**src/rtl/alarm_arbiter.sv**
```systemverilog
// alarm_arbiter: shares one buzzer between NREQ alarm requesters. Fixed priority, index 0 wins.
// Optional macro ALARM_ARBITER_PREEMPT_EN lets a higher-priority event take over a ringing session.
module alarm_arbiter #(
    parameter int unsigned NREQ     = 3,
    parameter int unsigned BEEP_ON  = 4,
    parameter int unsigned BEEP_OFF = 4,
    parameter int unsigned RING_LEN = 64,
    parameter int unsigned GAP_LEN  = 2
) (
    input  logic            clk,
    input  logic            rst_n,
    input  logic [NREQ-1:0] req,
    input  logic            ack,
    input  logic            mute,
    output logic            alarm,
    output logic [NREQ-1:0] grant,
    output logic            busy,
    output logic            timeout_pulse
);
    localparam int unsigned PERIOD = BEEP_ON + BEEP_OFF;
    localparam int unsigned RW     = (RING_LEN > 1) ? $clog2(RING_LEN) : 1;
    localparam int unsigned PW     = (PERIOD > 1) ? $clog2(PERIOD) : 1;
    localparam int unsigned GW     = (GAP_LEN > 1) ? $clog2(GAP_LEN) : 1;

    typedef enum logic [1:0] {IDLE, RING, GAP} state_t;

    state_t          state, state_next;
    logic [NREQ-1:0] pending, pending_next;
    logic [NREQ-1:0] req_d;
    logic            ack_d;
    logic [RW-1:0]   ring_cnt, ring_next;
    logic [PW-1:0]   phase_cnt, phase_next;
    logic [GW-1:0]   gap_cnt, gap_next;
    logic [NREQ-1:0] grant_next;
    logic            alarm_next, busy_next, timeout_next;

    logic [NREQ-1:0] req_rise_c, cand_c, cand_first_c;
    logic            ack_rise_c;

    assign req_rise_c   = req & ~req_d;
    assign ack_rise_c   = ack & ~ack_d;
    assign cand_c       = pending | req_rise_c;
    assign cand_first_c = cand_c & (~cand_c + NREQ'(1));

`ifdef ALARM_ARBITER_PREEMPT_EN
    // Bits below the one-hot grant are exactly the higher-priority requesters.
    logic preempt_c;
    assign preempt_c = |(cand_c & (grant - NREQ'(1)));
`endif

    always_ff @(posedge clk or negedge rst_n) begin
        if (!rst_n) begin
            state         <= IDLE;
            pending       <= '0;
            req_d         <= '0;
            ack_d         <= 1'b0;
            ring_cnt      <= '0;
            phase_cnt     <= '0;
            gap_cnt       <= '0;
            grant         <= '0;
            alarm         <= 1'b0;
            busy          <= 1'b0;
            timeout_pulse <= 1'b0;
        end else begin
            state         <= state_next;
            pending       <= pending_next;
            req_d         <= req;
            ack_d         <= ack;
            ring_cnt      <= ring_next;
            phase_cnt     <= phase_next;
            gap_cnt       <= gap_next;
            grant         <= grant_next;
            alarm         <= alarm_next;
            busy          <= busy_next;
            timeout_pulse <= timeout_next;
        end
    end

    // Next-state and registered-output logic; timeout_pulse is high in the first GAP cycle.
    always_comb begin
        state_next   = state;
        pending_next = cand_c;
        ring_next    = ring_cnt;
        phase_next   = phase_cnt;
        gap_next     = gap_cnt;
        grant_next   = grant;
        alarm_next   = alarm;
        timeout_next = 1'b0;
        case (state)
            IDLE: begin
                grant_next = '0;
                alarm_next = 1'b0;
                if (cand_c != '0) begin
                    state_next   = RING;
                    grant_next   = cand_first_c;
                    pending_next = cand_c & ~cand_first_c;
                    ring_next    = '0;
                    phase_next   = '0;
                    alarm_next   = ~mute;
                end
            end
            RING: begin
                ring_next  = (ring_cnt == RW'(RING_LEN - 1)) ? ring_cnt : ring_cnt + RW'(1);
                phase_next = (phase_cnt == PW'(PERIOD - 1)) ? '0 : phase_cnt + PW'(1);
                alarm_next = (32'(phase_next) < BEEP_ON) & ~mute;
                if (ack_rise_c) begin
                    state_next = GAP;
                    gap_next   = '0;
                    grant_next = '0;
                    alarm_next = 1'b0;
                end
`ifdef ALARM_ARBITER_PREEMPT_EN
                else if (preempt_c) begin
                    grant_next   = cand_first_c;
                    pending_next = (cand_c & ~cand_first_c) | grant;
                    ring_next    = '0;
                    phase_next   = '0;
                    alarm_next   = ~mute;
                end
`endif
                else if (ring_cnt == RW'(RING_LEN - 1)) begin
                    state_next   = GAP;
                    gap_next     = '0;
                    grant_next   = '0;
                    alarm_next   = 1'b0;
                    timeout_next = 1'b1;
                end
            end
            GAP: begin
                grant_next = '0;
                alarm_next = 1'b0;
                if (gap_cnt == GW'(GAP_LEN - 1)) begin
                    state_next = IDLE;
                    gap_next   = '0;
                end else begin
                    gap_next = gap_cnt + GW'(1);
                end
            end
            default: begin
                state_next = IDLE;
                grant_next = '0;
                alarm_next = 1'b0;
            end
        endcase
        busy_next = (state_next != IDLE);
    end
endmodule

```
**config.mk**
```make
export PLATFORM = sky130hd
export DESIGN_NAME = alarm_arbiter
export DESIGN_NICKNAME = d
export VERILOG_FILES = /design/src/rtl/alarm_arbiter.sv
export SDC_FILE = /design/constraint.sdc
export NUM_CORES = 1
export LEC_CHECK = 0
export CAP_MARGIN = 0
export CELL_PAD_IN_SITES_DETAIL_PLACEMENT = 0
export CELL_PAD_IN_SITES_GLOBAL_PLACEMENT = 1
export CORE_ASPECT_RATIO = 0.8
export CORE_MARGIN = 2
export CORE_UTILIZATION = 25
export CTS_BUF_LIST = sky130_fd_sc_hd__clkbuf_8 sky130_fd_sc_hd__clkbuf_16
export CTS_CLUSTER_DIAMETER = 40
export DETAILED_ROUTE_END_ITERATION = 8
export DONT_BUFFER_PORTS = 1
export HOLD_SLACK_MARGIN = 0.1
export PLACE_DENSITY_LB_ADDON = 0.12
export REMOVE_ABC_BUFFERS = 1
export SYNTH_ARGS = -nofsm -noshare
export SYNTH_HDL_FRONTEND = slang
export SYNTH_SLANG_ARGS = --single-unit
```
**constraint.sdc**
```tcl
create_clock -name clk -period 2.2 [get_ports clk]
set_input_delay 0.22 -clock clk [delete_from_list [all_inputs] [get_ports clk]]
set_output_delay 0.22 -clock clk [all_outputs]
set_load 0.02 [all_outputs]
```
# [Word level (Yosys, flattened, before mapping)]
# Index checks and enable logic that the tools add are counted.
# Widths: inputs -> output; s select.
[word_totals] wordCells=70 in_bits=7 ff_bits=25 output_inout_bits=6
[classes] n_lt_le_gt_ge=1 n_eq_ne=7 bitwise_logic=11 addsub=4 mux=28 reduce_logical=8
[ops] op="$mux 3" n=7
[ops] op="$mux 6" n=2
[ops] op="$pmux 3 s2" n=2
[ops] op="$pmux 6 s2" n=1
[ops] op="$and 3x3->3" n=3
[ops] op="$mux 1" n=9
[ops] op="$not 3->3" n=3
[ops] op="$mux 2" n=4
[ops] op="$add 3x1->3 const B" n=2
[ops] op="$add 6x1->6 const B" n=1
[ops] op="$eq 6x6->1 const B" n=1
[ops] op="$pmux 2 s3" n=1
[ops] op="$reduce_bool 2->1" n=3
[ops] op="$ne 2x2->1 const B" n=2
[ops] op="$pmux 1 s2" n=2
[ops] op="$reduce_and 2->1" n=2
[ops] op="$eq 3x3->1 const B" n=1
[ops] op="$lt 3x3->1 const B" n=1
[ops] op="$ne 3x3->1 const B" n=1
[ops] op="$or 3x3->3" n=1
[ops] op="$reduce_and 3->1" n=1
[ops] op="$reduce_bool 3->1" n=1
[ops] op="$and 1x1->1" n=2
[ops] op="$eq 2x1->1 const B" n=1
[ops] op="other kinds (4)" n=5

# [Logic depth before layout (Yosys ltp)]
[logic_depth] ltp_word=10 ltp_mapped=5 mapped_depth_nobuf=5

# [Worst setup path before layout]
# No wires, ideal clock.
[synth_path] path_kind="flip-flop to flip-flop" startpoint="register phase_cnt[0]" endpoint="register alarm" setup_time_ns=0.077 n_path_buf=0 stages_incl_launch_ff=5 slack_ns=0.803 synth_period_minus_slack_ns=1.397 arrival_ns=1.320 path_cell_list="dfrtp_1 > ha_1 > ha_1 > or3_1 > a21oi_1"
[synth_between] elab_chain_len=7 elab_cells_between_ends=8
[synth_rtl] item="from (decl)" line="32" source="logic [PW-1:0] phase_cnt, phase_next;"
[synth_rtl] item="from (signal assigned)" line="70" source="phase_cnt <= phase_next;"
[synth_rtl] item="$add 3x1->3 / $eq 3x3->1 (equally long branches)" line="104" source="phase_next = (phase_cnt == PW'(PERIOD - 1)) ? '0 : phase_cnt + PW'(1);"
[synth_rtl] item="$mux 3 (*)" line="104"
[synth_rtl] item="$lt 3x3->1 (*)" line="105" source="alarm_next = (32'(phase_next) < BEEP_ON) & ~mute;"
[synth_rtl] item="$and 1x1->1 (*)" line="105"
[synth_rtl] item="$mux 1 (*)" line="121" source="else if (ring_cnt == RW'(RING_LEN - 1)) begin"
[synth_rtl] item="$mux 1 (*)" line="106" source="if (ack_rise_c) begin"
[synth_rtl] item="$pmux 1 s2 (*)" line="89" source="case (state)"
[synth_rtl] item="named net alarm_next" line="35" source="logic alarm_next, busy_next, timeout_next;"
[synth_rtl] item="to (signal assigned)" line="73" source="alarm <= alarm_next;"
[synth_rtl] item="to (decl)" line="15" source="output logic alarm,"
# Mark *: on every way through the listed nets, which the timed path passes. The rest lies on a longest branch.
# A chain may end at the register's enable or synchronous reset.

# [Worst setup path after layout]
[layout_path] startpoint="register ring_cnt[0]" endpoint="register alarm"
[layout_between] elab_chain_len=4
[layout_rtl] item="from (decl)" line="31" source="logic [RW-1:0] ring_cnt, ring_next;"
[layout_rtl] item="from (signal assigned)" line="69" source="ring_cnt <= ring_next;"
[layout_rtl] item="$eq 6x6->1" line="121"
[layout_rtl] item="$mux 1" line="121"
[layout_rtl] item="$mux 1" line="106"
[layout_rtl] item="$pmux 1 s2" line="89"
[layout_rtl] item="named net alarm_next" line="35"
# The timed path passes the listed nets, and every way through them passes these cells.

==> impl_metrics.yaml <==
place:
  placed_area_sq_um: 1130
  gp_congestion: 0.722
  place_hpwl_microns: 1540
  numPortBuffers: 0
power:
  leakage_nw: 0.551
  combPwrFrac_pct: 32.8
  p_int_mw: 0.935
  max-vdd-ir-drop_uv: 346
  netSwitchingFraction_pct: 39.1
  clockPowerShare_pct: 17.7
  powerDensity_nw_per_um2: 1220
  p_seq_share_pct: 49.5
  p_switching_mw: 0.599
setup_path:
  crit_fanout: 7
  critPathCaptureType: "flop"
  crit_path_start_kind: "flop"
  crit_required_ns: 2.39
  crit_arrival_ns: 1.72
  critical_path_class: "reg -> reg"
layout:
  antenna_cells: 0
  layout_common_cells: "dfrtp_1 (25), nand2_1 (9), nor2_1 (8)"
  fin_nets: 119
  area_growth_pct: 19.3
  n_fill_cell: 447
  drive_above_1_share_pct: 10.2
  stdcell_area_sq_um: 1260
  multi_input_area_sq_um: 412
  seqCellArea_sq_um: 626
  layout_commonest_cell: "dfrtp_1"
cts:
  post-cts-setup-buffers: 0
  clk_pin_slew_ns: 0.09
  cts_sinks: 25
  cts_resized: 0
  clock_path_buffers: 2
  insertion_delay_ns: 0.27
  cts_tree: "done"
  cts_max_level: 1
  numCtsBuffers: 3
  cts-root-buf: "clkbuf_8"
timing:
  finalSetupViolCount: 0
  fin_crit_sh_pct: 69.5
  skew_ns: 0.00298
  finalCriticalPeriod_ns: 1.53
  rsz0062_at_grt: "no"
  fin_setup_tns_ns: 0
  drv_slew: 0
  fmax_ghz: 0.654
  slew_headroom_pct: 62.8
  worstMarginPinSlew_ns: 0.557
  finalHoldViolations: 0
global_route:
  antenna_found_initial: 0
  grt_pass1_vias: 764
  grt_pass1_wl_microns: 3860
  grt_max_degree: 26
  overflow: 0
  track_usage_pct: 10.5
synth:
  yosys.area.top_type: "dfrtp_1"
  synth.area.top_cells: "dfrtp_1 (59%), ha_1 (3.6%), nand2_1 (3.2%)"
  synth.distinct_cells: 32
  avgSynthCellArea_sq_um: 11.0
  syn-cell-area_sq_um: 1060
  synth_top_area_share_pct: 59.2
  yosysWarningCount: 0
  seq_area_frac_synth_pct: 59.2
  syn_inst: 96
  ys_seq_elements: 25
floorplan:
  die_x_microns: 76.7
  die_height_microns: 62.1
  rows: 21
  die_area_sq_um: 4760
  core_area_sq_um: 4130
  start_util_pct: 25.6
  io_pins: 13
routing:
  routed_wl_microns: 2200
  drt_iter0_drc: 18
  remaining_drc_errors: 0
  dr.pass1.iters: 4
  ant_nets: 0
  via_per_inst: 4.47
  post_drt_wl_per_cell_microns: 13.3
  vias: 737
flow_run:
  drv_cap: 0
run_status:
  outcome: "finished clean"
hold_path:
  hold_path.class: "in -> reg"
==> power by group through the flow <==
| stage | Sequential (mW) | Clock (mW) | Combinational [mW] |
|---|---|---|---|
| floorplan | 0.741 | 0 | 0.365 |
| global placement | 0.769 | 0 | 0.484 |
| detailed placement | 0.770 | 0 | 0.484 |
| CTS | 0.761 | 0.288 | 0.510 |
| global route | 0.781 | 0.309 | 0.586 |
| finish | 0.759 | 0.272 | 0.503 |
==> final cells by class <==
cell class | instances | area share, %
Inverter | 5 | 1.49
Tap cell | 57 | 5.66
Multi-Input combinational cell | 66 | 32.7
Sequential cell | 25 | 49.7
Clock buffer | 3 | 3.28
Timing Repair Buffer | 8 | 6.95
Clock inverter | 1 | 0.298
==> critical path, cell delays in order, from the launching register on <==
cell and delay [ns]:
dfrtp_1 0.42, ha_1 0.24, nand2_1 0.17, o21ai_2 0.12, or3_1 0.33, a21oi_1 0.17
==> registers in the layout, summed over array words and instances (netlist names) <==
| signal | count |
|---|---|
| grant | 3 |
| pending | 3 |
| state | 2 |
| alarm | 1 |
| req_d | 3 |
| ack_d | 1 |
| busy | 1 |
| timeout_pulse | 1 |
| ring_cnt | 6 |
| phase_cnt | 3 |
| gap_cnt | 1 |
==> per-stage QoR <==
| stage | instances | hold slack, ns | util [%] | worst slack, ns | total power [mW] |
|---|---|---|---|---|---|
| detailed placement | 154 | -0.0748 | 27.5 | 0.690 | 1.25 |
| global route | 165 | 0.199 | 30.5 | 0.569 | 1.68 |
| global placement | 154 | -0.0745 | 27.5 | 0.752 | 1.25 |
| floorplan | 96 | -0.0756 | - | 0.803 | 1.11 |
| CTS | 165 | 0.163 | 30.5 | 0.665 | 1.56 |
| finish | 165 | 0.176 | 30.5 | 0.671 | 1.53 |
==> worst paths after layout <==
kind,startpoint,to,slack [ns],depth (start not counted)
setup / recovery,ring_cnt[0],alarm,0.67,5
hold / removal,req[1],pending[1],0.18,2
setup reg to reg,ring_cnt[0],alarm,0.67,5
hold reg to reg,gap_cnt,gap_cnt,0.54,1
max in group asynchronous,rst_n,pending[1],1.67,2
min in group asynchronous,rst_n,ring_cnt[4],0.38,2
==> timing repair <==
item / in CTS / in global routing
endpoints found under the setup margin: 0 / 0
hold buffers: 7 / 0
hold endpoints to repair: 30 / 0
==> logic make-up after synthesis <==
| logic type | after synthesis | share of synthesized area, % |
|---|---|---|
| AND/OR/NAND/NOR | 35 | 16.9 |
| AO/OA/AOI/OAI | 25 | 16.0 |
| flip-flops | 25 | 59.2 |
| buffers and inverters | 5 | 1.78 |
| XOR/XNOR | 3 | 2.49 |
| adder cells (fa/ha/maj) | 3 | 3.55 |
==> Yosys cell counts <==
master	count
o21ai_2	1
nor2b_1	2
a31oi_1	1
a21o_1	2
a211oi_1	1
or2_2	1
nand4_1	1
o2bb2ai_1	1
dfrtp_1	25
o22ai_1	1
a2111o_1	1
and3_1	1
nor4_1	1
or3_1	2
nand3_1	4
nand2b_1	1
nand2_1	9
o21ai_0	6
o211ai_1	2
and2b_2	1
xor2_1	2
a32o_1	1
nor3_1	3
inv_1	5
nor2_1	8
nor4b_2	1
a21oi_1	4
a31o_2	2
ha_1	3
o21ai_1	1
xnor2_1	1
o21a_1	1
==> metal layers <==
| metal | GRT usage [%] | share of wire (%) |
|---|---|---|
| met5 | 0 | 0 |
| met4 | 3.41 | 0.82 |
| met3 | 3.05 | 3.0 |
| met2 | 15.1 | 41 |
| met1 | 15.0 | 55 |
Note: power is estimated with default switching activity, not from simulation.
